### config.mk
export PLATFORM = sky130hd
export DESIGN_NAME = mem_dma_master
export DESIGN_NICKNAME = d
export VERILOG_FILES = /design/src/rtl/mem_dma_master.sv
export SDC_FILE = /design/constraint.sdc
export NUM_CORES = 1
export LEC_CHECK = 0
export BUFFER_PORTS_ARGS = -buffer_cell sky130_fd_sc_hd__buf_2
export CAP_MARGIN = 20
export CORE_MARGIN = 5
export CORE_UTILIZATION = 46
export CTS_CLUSTER_DIAMETER = 60
export DETAILED_ROUTE_END_ITERATION = 8
export GPL_TIMING_DRIVEN = 0
export PLACE_DENSITY = 0.88
export SLEW_MARGIN = 40
export SYNTH_ARGS = -nofsm -noshare
export SYNTH_HDL_FRONTEND = slang
export SYNTH_SLANG_ARGS = --single-unit
### constraint.sdc
create_clock -name clk -period 1.9 [get_ports clk]
set_clock_uncertainty 0.2 [all_clocks]
set_input_delay 0.19 -clock clk [delete_from_list [all_inputs] [get_ports clk]]
set_output_delay 0.19 -clock clk [all_outputs]
set_load 0.03 [all_outputs]
### src/rtl/mem_dma_master.sv
// Block-copy bus master: reads len words from src and writes them to dst over the shared memory bus.
// Optional fill mode (macro MEM_DMA_FILL_EN) writes a constant to dst..dst+len-1 and skips all reads.
module mem_dma_master #(
  parameter int AW     = 9,
  parameter int DW     = 16,
  parameter int RD_LAT = 1
) (
  input  logic          clk,
  input  logic          reset,
  input  logic          start,
  input  logic [AW-1:0] src,
  input  logic [AW-1:0] dst,
  input  logic [AW-1:0] len,
`ifdef MEM_DMA_FILL_EN
  input  logic          fill,
  input  logic [DW-1:0] fill_value,
`endif
  input  logic          bus_gnt,
  input  logic [DW-1:0] read_data,
  output logic          bus_req,
  output logic [1:0]    mem_cmd,
  output logic [AW-1:0] mem_addr,
  output logic [DW-1:0] write_data,
  output logic          busy,
  output logic          done,
  output logic [AW-1:0] remaining
);

  localparam logic [1:0] MREAD  = 2'd1;
  localparam logic [1:0] MNONE  = 2'd2;
  localparam logic [1:0] MWRITE = 2'd3;

  localparam int LW = (RD_LAT < 1) ? 1 : $clog2(RD_LAT + 1);
  localparam logic [LW-1:0] LAT_MAX = LW'(RD_LAT);
  localparam logic [LW-1:0] LAT_ONE = LW'(1);
  localparam logic [AW-1:0] ONE     = AW'(1);

  typedef enum logic [1:0] {IDLE, RD, WR, DONE} state_t;

  state_t        state, state_nxt;
  logic [AW-1:0] src_ptr, dst_ptr, rem;
  logic [DW-1:0] dat;
  logic [LW-1:0] lat_cnt;
  logic          fill_q;
  logic          fill_go;
  logic          rd_last;
  logic          wr_fire;

  assign remaining = rem;

  always_comb begin
    state_nxt  = state;
    bus_req    = 1'b0;
    busy       = 1'b0;
    done       = 1'b0;
    mem_cmd    = MNONE;
    mem_addr   = src_ptr;
    write_data = dat;
    rd_last    = 1'b0;
    wr_fire    = 1'b0;
    fill_go    = 1'b0;
`ifdef MEM_DMA_FILL_EN
    fill_go    = fill;
`endif
    case (state)
      IDLE: begin
        if (start) begin
          if (len == '0)   state_nxt = DONE;
          else if (fill_go) state_nxt = WR;
          else              state_nxt = RD;
        end
      end
      RD: begin
        bus_req = 1'b1;
        busy    = 1'b1;
        // A dropped grant abandons the read; the counter restarts from zero.
        if (bus_gnt) begin
          mem_cmd = MREAD;
          if (lat_cnt == LAT_MAX) begin
            rd_last   = 1'b1;
            state_nxt = WR;
          end
        end
      end
      WR: begin
        bus_req  = 1'b1;
        busy     = 1'b1;
        mem_addr = dst_ptr;
        if (bus_gnt) begin
          mem_cmd = MWRITE;
          wr_fire = 1'b1;
          if (rem == ONE)  state_nxt = DONE;
          else if (fill_q) state_nxt = WR;
          else             state_nxt = RD;
        end
      end
      DONE: begin
        busy      = 1'b1;
        done      = 1'b1;
        state_nxt = IDLE;
      end
      default: state_nxt = IDLE;
    endcase
  end

  always_ff @(posedge clk) begin
    if (!reset) begin
      state   <= IDLE;
      src_ptr <= '0;
      dst_ptr <= '0;
      rem     <= '0;
      dat     <= '0;
      lat_cnt <= '0;
      fill_q  <= 1'b0;
    end else begin
      state <= state_nxt;
      case (state)
        IDLE: begin
          if (start) begin
            src_ptr <= src;
            dst_ptr <= dst;
            rem     <= len;
            lat_cnt <= '0;
            fill_q  <= fill_go;
`ifdef MEM_DMA_FILL_EN
            // Fill mode reuses the data register as the constant source.
            if (fill) dat <= fill_value;
`endif
          end
        end
        RD: begin
          if (!bus_gnt || rd_last) lat_cnt <= '0;
          else                     lat_cnt <= lat_cnt + LAT_ONE;
          if (rd_last) dat <= read_data;
        end
        WR: begin
          if (wr_fire) begin
            src_ptr <= src_ptr + ONE;
            dst_ptr <= dst_ptr + ONE;
            rem     <= rem - ONE;
          end
        end
        default: ;
      endcase
    end
  end

endmodule

# [After elaboration in Yosys (flattened, before gate mapping)]
# Index checks and enable logic that the tools add are counted.
# Widths: inputs -> output; s select.
[word_totals] register_bits=46 elab_cells=62
[classes] n_mux=31 add_sub_neg=4 reduce_logical=12 n_eq_ne=9
[ops] op="$mux 9" n=7
[ops] op="$pmux 9 s2" n=3
[ops] op="$add 9x1->9 const B" n=2
[ops] op="$mux 2" n=7
[ops] op="$mux 1" n=11
[ops] op="$ne 2x2->1 const B" n=5
[ops] op="$eq 9x1->1 const B" n=1
[ops] op="$logic_not 9->1" n=1
[ops] op="$sub 9x1->9 const B" n=1
[ops] op="$pmux 2 s4" n=1
[ops] op="$eq 2x2->1 const B" n=2
[ops] op="$pmux 2 s2" n=1
[ops] op="$reduce_and 2->1" n=2
[ops] op="$reduce_and 4->1" n=1
[ops] op="$reduce_bool 2->1" n=2
[ops] op="$reduce_and 3->1" n=1
[ops] op="$reduce_or 3->1" n=1
[ops] op="$eq 2x1->1 const B" n=1
[ops] op="$logic_not 2->1" n=1
[ops] op="$pmux 1 s2" n=1
[ops] op="$reduce_or 2->1" n=1
[ops] op="$add 1x1->1 const B" n=1
[ops] op="$logic_not 1->1" n=1
[ops] op="$logic_or 1x1->1" n=1

# [Depth between registers and ports, before layout]
[depth] word_depth=6 ltp_mapped=9 ltp_nobuf=6

# [Least setup slack after synthesis]
# OpenSTA, ideal clock, no wires.
[synth_timing] path_kind="flip-flop to flip-flop" start="reg state[0]" end="reg rem[8], in the netlist remaining[8]" slack_ns=-0.057 t_required_ns=1.582 t_arrival_ns=1.640 stages_incl_launch_ff=9 setup_ns=0.118 path_buffers=2 period_less_slack_ns=1.957 path_cell_list="dfxtp_1 > inv_1 > ha_1 > buf_6 > mux2i_1 > nand2b_4 > buf_6 > or3_1 > o2111a_1"
[synth_via] elab_chain_len=4
[synth_rtl] item="from (decl)" line="40" source="state_t state, state_nxt;"
[synth_rtl] item="from (signal assigned)" line="116" source="state <= state_nxt;"
[synth_rtl] item="$eq 2x2->1" line="65, 117"
[synth_rtl] item="$mux 1" line="65" source="case (state)"
[synth_rtl] item="$ne 2x2->1 (no line)"
[synth_rtl] item="$reduce_and 3->1 (no line)"
[synth_rtl] item="to (signal assigned)" line="122" source="rem <= len;"
[synth_rtl] item="to (signal assigned)" line="140" source="rem <= rem - ONE;"
[synth_rtl] item="to (decl)" line="41" source="logic [AW-1:0] src_ptr, dst_ptr, rem;"
# Parallel ways exist; a longest one is shown, timed or not.
# A chain may end at the register's enable or synchronous reset.

# [Final worst setup path]
[layout_timing] start="reg state[0]" end="out mem_addr[4]"
[layout_via] elab_chain_len=2
[layout_rtl] item="$eq 2x2->1" line="65"
[layout_rtl] item="$mux 9" line="65"
[layout_rtl] item="to (decl)" line="22" source="output logic [AW-1:0] mem_addr,"
# Every way passes these cells.

==> impl_metrics.tcl <==
set metrics [dict create \
    status "finished, violations left" \
    violations "setup timing" \
    synth_warnings 0 \
    setup_slack_ps -114.7 \
    max_stage_delay_ps 340 \
    clock_latency_ps 310 \
    power-per-cell-area_nw_per_um2 1781 \
    cts_root_buf "clkbuf_8" \
    drtPass1Iterations 5 \
    rows 27 \
    ys_seq_area_frac 0.3557 \
    portBuffers 84 \
    final_nets 516 \
    netlist_area_um2 2589 \
    setup_tns_ps -1973 \
    final_cell_area_um2 3989 \
    cp.arrival_ps 1620 \
    grt_max_degree 17 \
    min_period_ps 2015 \
    r2r-start "state[0]$_SDFFE_PN0P_" \
    grt_pass1_wl_um 14760 \
    fp.dieArea_um2 7228 \
    vdd_ir_drop_max_mv 1.248 \
    synth_top_area_frac 0.3557 \
    cp.depth 6 \
    synth_area_leader_cell "dfxtp_1" \
    worst-slew-pin-transition_ps 678.1 \
    clockBufferDepth 2 \
    drv_slew 0 \
    grt_pass1_vias 3139 \
    final_antenna_net_count 0 \
    overflow 0 \
    setup_viol 36 \
    rr_endpoint "remaining[8]$_SDFFE_PN0P_" \
    antenna_found_initial 0 \
    drive_gt1_frac 0.3818 \
    synth_cells 331 \
    layout_commonest_cell "buf_2" \
    synth-edff-count 0 \
    hold_viol_final 0 \
    maxSlewHeadroom 0.5479 \
    place_congestion 0.9527 \
    period_share 1.060 \
    cap_violations 0 \
    cts_made_buffers 5 \
    core_um2 5473 \
    cp.buffers_inverters 4 \
    crit_path_end "mem_addr[4]" \
    p_leak_nw 1.676 \
    drtIter0Drc 360 \
    ys_top_cells_by_area "dfxtp_1 36%, nand2_1 9.0%, a21oi_1 8.7%" \
    async_flop_share 0 \
    ff2ff_path_depth 8 \
    synth_nets 387 \
    synthMuxAreaShare 0.05462 \
    startpoint_type "register" \
    avgSynthCellArea_um2 7.821 \
    die_y_um 85.02 \
    ys.flop_type "dfxtp_1" \
    fin_cells 533 \
    synthXorXnorAreaFrac 0 \
    crit_path_end_kind "output pin" \
    post-place-cells 487 \
    htree_levels 2 \
    vias 3323 \
    holdCritPathClass "primary input to register" \
    start_util 0.4730 \
    pin_count 86 \
    cp_common_cell "buf_8" \
    crit_slowest_cell "dfxtp_2" \
    synth_compound_area_frac 0.2513 \
    synth_top_family_by_area "compound AO/OA/AOI/OAI gates" \
    cts_tree "yes" \
    clock.fmax_mhz 496.4 \
    dp_slack_ps -236.4 \
    layout_common_cells "77 x buf_2, 62 x nand2_1, 44 x dfxtp_1" \
    clock-sinks 46 \
    placed_area_um2 3107 \
    synthSimpleGateAreaFrac 0.2339 \
    crit_family "buffers and inverters" \
    r2r_slack_ps -100 \
    routed_via_density 6.235 \
    crit_path_start "state[0]$_SDFFE_PN0P_" \
    area_delta_synth_final_pct 54.08 \
    rsz0062_at_grt "yes" \
    drcViolationCount 0 \
    ys_types 47 \
    drt-total-wl_um 10250 \
    place_hpwl_um 6006 \
    clk_pin_slew_ps 100 \
    synthAdderAreaFrac 0.04350 \
    wl_per_cell_um 19.23 \
    cp.required_ps 1510 \
    antennaDiodeCount 0 \
    cp_cell_sequence "inv_2 -> ha_4 -> buf_8 -> buf_8 -> mux2_4 -> buf_6" \
    criticalPathCategory "register to output pin" \
    fillers 391 \
    grtUsageTotal 0.2532 \
    crit_fanout 6 \
    fp.dieW_um 85.02 \
    ys_seq_elements 46 \
]
## state kept, by name, indices dropped and copies added, names as in the netlist
name / flops
lat_cnt: 1
remaining: 9
state: 2
src_ptr: 9
write_data: 16
dst_ptr: 9
## stage by stage
stage            util  total power [mW]  hold slack, ps
5_1_grt        0.7289             7.392           28.19
3_5_place_dp   0.5677             4.625           237.9
3_3_place_gp   0.5677             4.551           231.3
6_report       0.7289             7.104           26.80
2_1_floorplan       -             3.799           126.0
4_1_cts        0.6877             6.222           8.705
## kinds of logic after synthesis
logic type / count (synthesis)
compound gates: 102
buf+inv: 34
simple gates: 127
flops: 46
fa+ha+maj: 9
mux: 13
## metal layers
metal | track usage | up-vias | wire [µm]
met5 | 0 | - | 0
met3 | 0.06408 | 76 | 1151
li1 | - | 1452 | -
met2 | 0.4336 | 284 | 4917
met4 | 0.1381 | 0 | 568
met1 | 0.2861 | 1511 | 3612
## cell type report
cell class	count	area [µm²]	share of cell area
Buffer	20	175.2	0.04391
Clock buffer	5	68.82	0.01725
Clock inverter	3	25.02	0.006274
Inverter	11	41.29	0.01035
Multi-Input combinational cell	251	1749	0.4385
Sequential cell	46	925.9	0.2321
Tap cell	72	90.09	0.02258
Timing Repair Buffer	125	913.4	0.2290
## how the worst min path moves through the flow
stage                                        endpoint  slack (ps)  cells past startpoint           from
after CTS                     dst_ptr[8]$_SDFFE_PN0P_           9                      4         dst[8]
after floorplan            write_data[0]$_SDFFE_PN0P_         130                      2   read_data[0]
after global placement    write_data[11]$_SDFFE_PN0P_         230                      3  read_data[11]
after detailed placement   write_data[0]$_SDFFE_PN0P_         240                      3   read_data[0]
after global routing        remaining[0]$_SDFFE_PN0P_          30                      3         len[0]
final                         src_ptr[4]$_SDFFE_PN0P_          30                      3         src[4]
## synthesized netlist by cell type (all sizes together) (4+ instances only)
master and n:
mux2i 4, nand3 10, clkbuf 11, o21ai 17
o22ai 4, nor2b 4, nand4 4, buf 12
mux2 9, o2bb2ai 5, a211oi 4, nand2 62
dfxtp 46, ha 9, a21oi 45, o221a 5
or3 5, nor3 7, nor2 19, inv 11
## timing repair
action,4_1_cts,5_1_grt
gates resized for setup,74,44
endpoints found under the setup margin,47,50
hold buffers,19,0
buffers inserted,13,6
endpoints found under the hold margin,19,0
gates cloned,2,3
pin swaps,5,18
## power breakdown
group	switching (mW)	internal (mW)	leakage [nW]
Combinational	2.58	2.20	1.25
Clock	0.381	0.266	0.0447
Sequential	0.433	1.24	0.377
Total	3.40	3.71	1.68
## tightest hold or removal path: stages
cell     delay [ps]
buf_2            80
a21oi_1          50
o22ai_1         170
Power figures use the tool's default switching activity.
